$ cat config.mk
export PLATFORM = sky130hd
export DESIGN_NAME = rr_grant_sequencer
export DESIGN_NICKNAME = d
export VERILOG_FILES = /design/src/rtl/rr_grant_sequencer.sv
export SDC_FILE = /design/constraint.sdc
export NUM_CORES = 1
export LEC_CHECK = 0
export ABC_AREA = 1
export CELL_PAD_IN_SITES_DETAIL_PLACEMENT = 1
export CELL_PAD_IN_SITES_GLOBAL_PLACEMENT = 2
export CORE_MARGIN = 2
export CORE_UTILIZATION = 27
export DETAILED_ROUTE_END_ITERATION = 8
export HOLD_SLACK_MARGIN = 0.1
export MAX_ROUTING_LAYER = met4
export PLACE_DENSITY_LB_ADDON = 0.1
export SYNTH_ARGS = -nofsm -noshare
export SYNTH_HDL_FRONTEND = slang
export SYNTH_SLANG_ARGS = --single-unit
export TNS_END_PERCENT = 10
$ cat constraint.sdc
create_clock -name clk -period 4.8 [get_ports clk]
set_clock_uncertainty 0.15 [all_clocks]
set_input_delay 0.48 -clock clk [delete_from_list [all_inputs] [get_ports clk]]
set_output_delay 0.48 -clock clk [all_outputs]
set_load 0.01 [all_outputs]
$ cat src/rtl/rr_grant_sequencer.sv
// Round-robin arbiter for up to 32 requesters with registered index/one-hot grant,
// release-or-drop grant sequencing, a mandatory idle gap and a hold watchdog.
module rr_grant_sequencer #(
    parameter int unsigned N_REQ    = 32,
    parameter int unsigned IDX_W    = 5,
    parameter int unsigned MAX_HOLD = 16
) (
    input  logic             clk,
    input  logic             reset,
    input  logic [N_REQ-1:0] req,
    input  logic             release_i,
    output logic             gnt_valid,
    output logic [IDX_W-1:0] gnt_idx,
    output logic [N_REQ-1:0] gnt_onehot,
    output logic             timeout
);

    localparam int unsigned HoldW = $clog2(MAX_HOLD);

    typedef enum logic {StIdle, StGrant} state_e;

    state_e             state_q, state_d;
    logic [HoldW-1:0]   hold_q, hold_d;
    logic [IDX_W-1:0]   ptr_q, ptr_d;
    logic               valid_q, valid_d;
    logic [IDX_W-1:0]   idx_q, idx_d;
    logic [N_REQ-1:0]   onehot_q, onehot_d;
    logic               timeout_q, timeout_d;

    logic               hi_found, lo_found;
    logic [IDX_W-1:0]   hi_idx, lo_idx, winner;
    logic               exit_rel, exit_drop, exit_hold;

    // Lowest set bit at or above ptr wins; otherwise wrap to the lowest set bit overall.
    always_comb begin
        hi_found = 1'b0;
        lo_found = 1'b0;
        hi_idx   = '0;
        lo_idx   = '0;
        for (int j = N_REQ - 1; j >= 0; j--) begin
            if (req[j]) begin
                lo_found = 1'b1;
                lo_idx   = IDX_W'(j);
                if (IDX_W'(j) >= ptr_q) begin
                    hi_found = 1'b1;
                    hi_idx   = IDX_W'(j);
                end
            end
        end
        winner = hi_found ? hi_idx : lo_idx;
    end

    assign exit_rel  = release_i;
    assign exit_drop = ~req[idx_q];
    assign exit_hold = (hold_q == HoldW'(MAX_HOLD - 1));

    always_comb begin
        state_d   = state_q;
        hold_d    = hold_q;
        ptr_d     = ptr_q;
        valid_d   = valid_q;
        idx_d     = idx_q;
        onehot_d  = onehot_q;
        timeout_d = 1'b0;
        unique case (state_q)
            StIdle: begin
                valid_d  = 1'b0;
                onehot_d = '0;
                if (lo_found) begin
                    state_d  = StGrant;
                    valid_d  = 1'b1;
                    idx_d    = winner;
                    onehot_d = N_REQ'(1) << winner;
                    hold_d   = '0;
                    ptr_d    = (winner == IDX_W'(N_REQ - 1)) ? '0 : winner + IDX_W'(1);
                end
            end
            StGrant: begin
                if (exit_rel || exit_drop || exit_hold) begin
                    state_d   = StIdle;
                    valid_d   = 1'b0;
                    onehot_d  = '0;
                    // Watchdog flag only when nothing else would have ended the grant.
                    timeout_d = exit_hold && !exit_rel && !exit_drop;
                end else begin
                    hold_d = hold_q + HoldW'(1);
                end
            end
            default: state_d = StIdle;
        endcase
    end

    always_ff @(posedge clk) begin
        if (!reset) begin
            state_q   <= StIdle;
            hold_q    <= '0;
            ptr_q     <= '0;
            valid_q   <= 1'b0;
            idx_q     <= '0;
            onehot_q  <= '0;
            timeout_q <= 1'b0;
        end else begin
            state_q   <= state_d;
            hold_q    <= hold_d;
            ptr_q     <= ptr_d;
            valid_q   <= valid_d;
            idx_q     <= idx_d;
            onehot_q  <= onehot_d;
            timeout_q <= timeout_d;
        end
    end

    assign gnt_valid  = valid_q;
    assign gnt_idx    = idx_q;
    assign gnt_onehot = onehot_q;
    assign timeout    = timeout_q;

endmodule

Word level (Yosys, flattened, before mapping)
Cells that the tools add are included.
{"block": "word_totals", "regBits": 49, "output_inout_bits": 39}
{"block": "classes", "add_sub_neg": 2, "order_cmp": 33, "eq_ne": 5, "n_shift": 1, "muxes": 207, "n_bitwise": 2, "reduce_logical": 8}
{"op": "$mux W5", "n": 98}
{"op": "$mux W1", "n": 100}
{"op": "$ge A5 B5 Y1 const A", "n": 16}
{"op": "$mux W32", "n": 2}
{"op": "$pmux W32 S2", "n": 1}
{"op": "$ge A4 B5 Y1 const A", "n": 8}
{"op": "$shl A1 B5 Y32 const A", "n": 1}
{"op": "$ge A3 B5 Y1 const A", "n": 4}
{"op": "$ge A1 B5 Y1 const A", "n": 2}
{"op": "$ge A2 B5 Y1 const A", "n": 2}
{"op": "$mux W4", "n": 2}
{"op": "$pmux W4 S2", "n": 1}
{"op": "$lt A5 B6 Y1 const B", "n": 1}
{"op": "$add A5 B1 Y5 const B", "n": 1}
{"op": "$bmux W1 S5", "n": 1}
{"op": "$eq A5 B5 Y1 const B", "n": 1}
{"op": "$add A4 B1 Y4 const B", "n": 1}
{"op": "$eq A4 B4 Y1 const B", "n": 1}
{"op": "$ne A2 B2 Y1 const B", "n": 2}
{"op": "$pmux W1 S2", "n": 2}
{"op": "$reduce_and A2 Y1", "n": 2}
{"op": "$reduce_and A3 Y1", "n": 1}
{"op": "$logic_and A1 B1 Y1", "n": 2}
{"op": "$logic_or A1 B1 Y1", "n": 2}
{"op": "3 further kinds", "n": 4}

Depth between registers and ports, before layout
{"block": "logic_depth", "ltp_word": 69, "mapped_depth": 36, "ltp_nobuf": 35}

Worst setup path after synthesis
Ideal clock, no wire load.
{"block": "synth_timing", "path_kind": "flip-flop to flip-flop", "startpoint": "register ptr_q[1]", "endpoint": "register ptr_q[4]", "setup_time_ns": 0.127, "arrival_ns": 3.196, "path_slack_ns": 1.327, "path_stages_with_launch": 26, "n_path_buf": 1, "period_less_slack_ns": 3.473, "cell_sequence": "dfxtp_1 buf_2 nand2_2 o21ai_1 nand2_1 nor2_2 nand2_1 nor2_2 o221ai_2 a21oi_2 o221ai_2 a21oi_2 o221ai_2 a21oi_2 o221ai_2 a21oi_2 o221ai_2 a21oi_2 o211ai_1 nand2_2 ha_1 nand2_1 nor2_1 ha_1 o21ai_0 a21oi_1"}
{"block": "synth_via", "elab_chain_cells": 68, "word_cells_on_any_way": 164, "cone_classes": "add/sub: 1; order compare: 32; eq/ne: 1; mux: 130"}
{"item": "start, declared", "line_no": "24", "rtl": "logic [IDX_W-1:0] ptr_q, ptr_d;"}
{"item": "start signal, assigned", "line_no": "105", "rtl": "ptr_q <= ptr_d;"}
{"item": "$ge A5 B5 Y1", "line_no": "44", "rtl": "if (IDX_W'(j) >= ptr_q) begin"}
{"item": "$mux W5 / $mux W1 (equally long branches)", "line_no": "44"}
{"item": "$mux W5 / $mux W1 (equally long branches)", "line_no": "41", "rtl": "if (req[j]) begin"}
{"item": "$mux W5 / $mux W1 (equally long branches)", "line_no": "44"}
{"item": "$mux W5 / $mux W1 (equally long branches)", "line_no": "41"}
{"item": "$mux W5 / $mux W1 (equally long branches)", "line_no": "44"}
{"item": "$mux W5 / $mux W1 (equally long branches)", "line_no": "41"}
{"item": "$mux W5 / $mux W1 (equally long branches)", "line_no": "44"}
{"item": "[53 not listed]"}
{"item": "$mux W5 / $mux W1 (equally long branches)", "line_no": "44"}
{"item": "$mux W5 / $mux W1 (equally long branches)", "line_no": "41"}
{"item": "$mux W5 / $mux W1 (equally long branches)", "line_no": "44"}
{"item": "$mux W5 / $mux W1 (equally long branches)", "line_no": "41"}
{"item": "$mux W5 (*)", "line_no": "50", "rtl": "winner = hi_found ? hi_idx : lo_idx;"}
{"item": "net winner[0]", "line_no": "31", "rtl": "logic [IDX_W-1:0] hi_idx, lo_idx, winner;"}
{"item": "$add A5 B1 Y5 / $eq A5 B5 Y1 (equally long branches)", "line_no": "75", "rtl": "ptr_d = (winner == IDX_W'(N_REQ - 1)) ? '0 : winner + IDX_W'(1);"}
{"item": "$mux W5 (*)", "line_no": "75"}
Mark *: on every way through the listed nets, which the timed path passes. The rest lies on a longest branch.
A chain may end at the register's enable or synchronous reset.

Worst setup path in the final report
{"block": "layout_timing", "startpoint": "register ptr_q[0]", "endpoint": "register ptr_q[4]"}
The elaborated chain is that of the path after synthesis.

==> summary.md <==
| Metric | Value |
|---|---|
| Hold_sp | gnt_valid |
| Hold Crit Class | register to register |
| Worst setup EP type | register |
| GP Congestion | 0.8922 |
| EDFF count, synth | 0 |
| Post-synth top area share | 0.2769 |
| WL final | 14.14 mm |
| Pint | 0.8257 mW |
| CORE AREA | 12720 um^2 |
| Cells after DPL | approximately 830 |
| CTS clk-pin slew, worst paths | approximately 0.070 ns |
| Total track usage | 0.2103 |
| RSZ-0062 raised after global routing | false |
| Fin cells | between 800 and 900 |
| Setup_tns | 0 ns |
| Crit. Startpoint | ptr_q[0] |
| Placed Instance Area | about 4500 um^2 |
| Crit path DAT | approximately 4.2 ns |
| Sequential share of the synthesized area | 0.2769 |
| Cells after synthesis | approximately 590 |
| Antenna violations before repair | 0 |
| CTS H-tree lvls | 2 |
| Relative slew slack | 0.6072 |
| Maxcap violations | 0 |
| Longest Clk Path Bufs | 2 |
| CTS tree | done |
| PD cells | around 300 nW/um^2 |
| Switch Pwr | approximately 0.6 mW |
| Iter 0 DRT Violations | ~190 |
| # rows | between 40 and 50 |
| Initial Utilization | 0.2784 |
| Cts bufs inserted | 5 |
| Input/output buffers | 73 |
| Total number of vias | ~4200 |
| N_diodes | 0 |
| Crit start category | register |
| Worst endpoint required time | 4.83 ns |
| Ys Warns | 0 |
| Area leader, netlist | dfxtp_1 |
| Area growth from synthesis to layout | 30.94% |
| RR Startpoint | ptr_q[0] |
| Gate power share | 0.427 |
| Nets | a little over 700 |
| Flop pwr share | 0.331 |
| Worst vdd ir | approximately 0.13 mV |
| Status | complete, no violations |
| Clock latency on the worst-skew pair | between 0.2 and 0.3 ns |
| Worst slew pin tran | roughly 0.58 ns |
| DIE AREA | about 14000 um^2 |
| Tcrit/Tclk final | 0.8738 |
| Worst setup path category | register to register |
| Post-synth top flop | dfxtp_1 |
| Average cell area after synthesis | around 6 um^2 |
| Post-route cell area | around 4600 um^2 |
| Total power | 1.431 mW |
| DRC | 0 |
| Root Driver | clkbuf_16 |
| Layout cell share with drive strength beyond 1 | 0.07843 |
| Final ANT Viol Nets | 0 |
| I/O pins | 74 |
| Sw Share | 0.4229 |
| Largest net degree at the start of global routing | 36 |
| Yosys reg bits | 49 |
| Sink Count | 49 |
| Global-route wire length before repair | ~23 mm |
| Static Leak | ~1.8 nW |
| Final Hold Violating Endpoints | 0 |
| Postcts setup bufs | 0 |
| Via density | 4.987 |
| Min Tclk post-route | approximately 4.2 ns |
| Avg WL per Cell | around 17 um |
| Yosys cell types | 39 |
| Fin util | 0.3646 |
| Endpoints failing setup | 0 |
| Die Y | 118.5 um |
| Crit Path Max Fanout | 10 |
| Synthesized area | between 3000 and 4000 um^2 |
| Final Max Tran Viols | 0 |
| Post-DP HPWL | between 10 and 15 mm |
| Ys async rst share | 0 |
| Vias in the first global route | between 4000 and 5000 |
| Net Count, Synth | around 630 |
| Overflow after GRT | 0 |
| Die Wd | 118.5 um |
| Synth area leaders | dfxtp_1 28%, nand2_1 17%, a21oi_1 10% |
| Fmax | about 240 MHz |
| Detailed-router iteration count before antenna repair | 4 |
| Clk pwr share | 0.242 |
## final cells by class
type / instances / area, um^2
Inverter: 68 / 256.5
Clock buffer: 5 / 125.1
Tap cell: 172 / 215.2
Fill cell: 1685 / 8084
Multi-Input combinational cell: 453 / 2222
Sequential cell: 49 / 980.9
Clock inverter: 3 / 17.52
Timing Repair Buffer: 85 / 820.8
## routing by layer
metal | share of wire | GRT usage
met5 | 0 | -
met1 | 0.52 | 0.3087
met4 | 0.0061 | 0.03125
met3 | 0.046 | 0.03185
met2 | 0.43 | 0.3093
## path summary, 6_finish.rpt
kind / slack, ns / endpoint / cells after the start
worst max register to register: 0.61 / ptr_q[4] / 26
worst min-delay path: 0.32 / gnt_valid / 1
worst max-delay path: 0.61 / ptr_q[4] / 26
worst min register to register: 0.32 / gnt_valid / 1
## synth_stat cells, types with 2 or more instances
cell type	number
o31ai_1	2
nand2_1	165
o221ai_2	5
nand4_1	8
o21bai_1	4
or2_2	3
buf_2	2
a31oi_1	7
o21ai_1	4
ha_1	8
o21ai_0	41
clkinv_1	3
buf_6	2
a21oi_1	71
inv_1	60
nor2_1	65
o211ai_1	2
nor2_2	6
nand3_1	23
nand3b_1	2
dfxtp_1	49
clkbuf_1	14
inv_2	4
a21oi_2	5
a211oi_1	3
nor3_1	13
o22ai_1	3
nand2_2	4
## cells by family after synthesis
group,synth area share
adders and majority gates,0.02826
and+or+nand+nor,0.3448
buffers and inverters,0.09855
AOI/OAI and AO/OA,0.2515
DFF,0.2769
## power groups by stage
| stage | logic [mW] | registers (mW) | clock network, mW |
|---|---|---|---|
| 3_5_place_dp | 0.604 | 0.481 | 0 |
| 6_report | 0.611 | 0.473 | 0.347 |
| 2_1_floorplan | 0.366 | 0.471 | 0 |
| 5_1_grt | 0.688 | 0.476 | 0.376 |
| 3_3_place_gp | 0.598 | 0.481 | 0 |
| 4_1_cts | 0.607 | 0.473 | 0.359 |
## what timing repair did
item,4_1_cts,5_1_grt
resized for setup,0,3
endpoints found under the setup margin,0,7
hold buffers,0,0
## critical path: stages (launching register included)
cell and delay (ns):
dfxtp_1 0.64, nor2_1 0.17, nand2_1 0.19, nand2_1 0.08, nand2_1 0.08, nand2_1 0.08, nor2_2 0.15, nand2_1 0.09
nor2_2 0.14, o221ai_2 0.11, a21oi_2 0.13, o221ai_2 0.10, a21oi_2 0.13, o221ai_2 0.10, a21oi_2 0.12, o221ai_2 0.10
a21oi_2 0.12, o221ai_2 0.11, a21oi_2 0.15, o211ai_1 0.12, nand2_2 0.14, ha_1 0.23, nand2_1 0.07, nor2_1 0.11
ha_1 0.23, o21ai_0 0.17, a21oi_1 0.06
## cell usage in the layout (no fill, tap or decap), drive strengths merged, types with 2 or more instances in the layout
cell type | Yosys | layout
dfxtp | 49 | 49
clkdlybuf4s50 | 0 | 73
o21ai | 45 | 45
o22ai | 3 | 3
clkbuf | 14 | 5
nand3b | 2 | 2
nor2 | 71 | 71
o31ai | 2 | 2
a211oi | 3 | 3
ha | 8 | 8
nor3 | 13 | 13
o221ai | 6 | 6
inv | 64 | 64
o21bai | 4 | 4
nand3 | 23 | 23
nand2 | 170 | 170
nand4 | 8 | 8
clkinv | 4 | 6
buf | 5 | 12
or2 | 3 | 3
o211ai | 3 | 3
a31oi | 7 | 7
a21oi | 76 | 76
## flip-flops by register name, summed over array words and instances, names as in the netlist
register	count
gnt_idx	5
gnt_onehot	32
gnt_valid	1
hold_q	4
ptr_q	5
state_q	1
timeout	1
## per-stage QoR
step	hold slack (ns)	setup WS [ns]
final	0.3153	0.6056
after global routing	0.3301	0.05412
after CTS	0.3190	0.5113
after global placement	0.3002	0.2318
after floorplan	0.2867	1.327
after detailed placement	0.3043	0.2370
No activity file was read; power rests on OpenSTA's default activity.
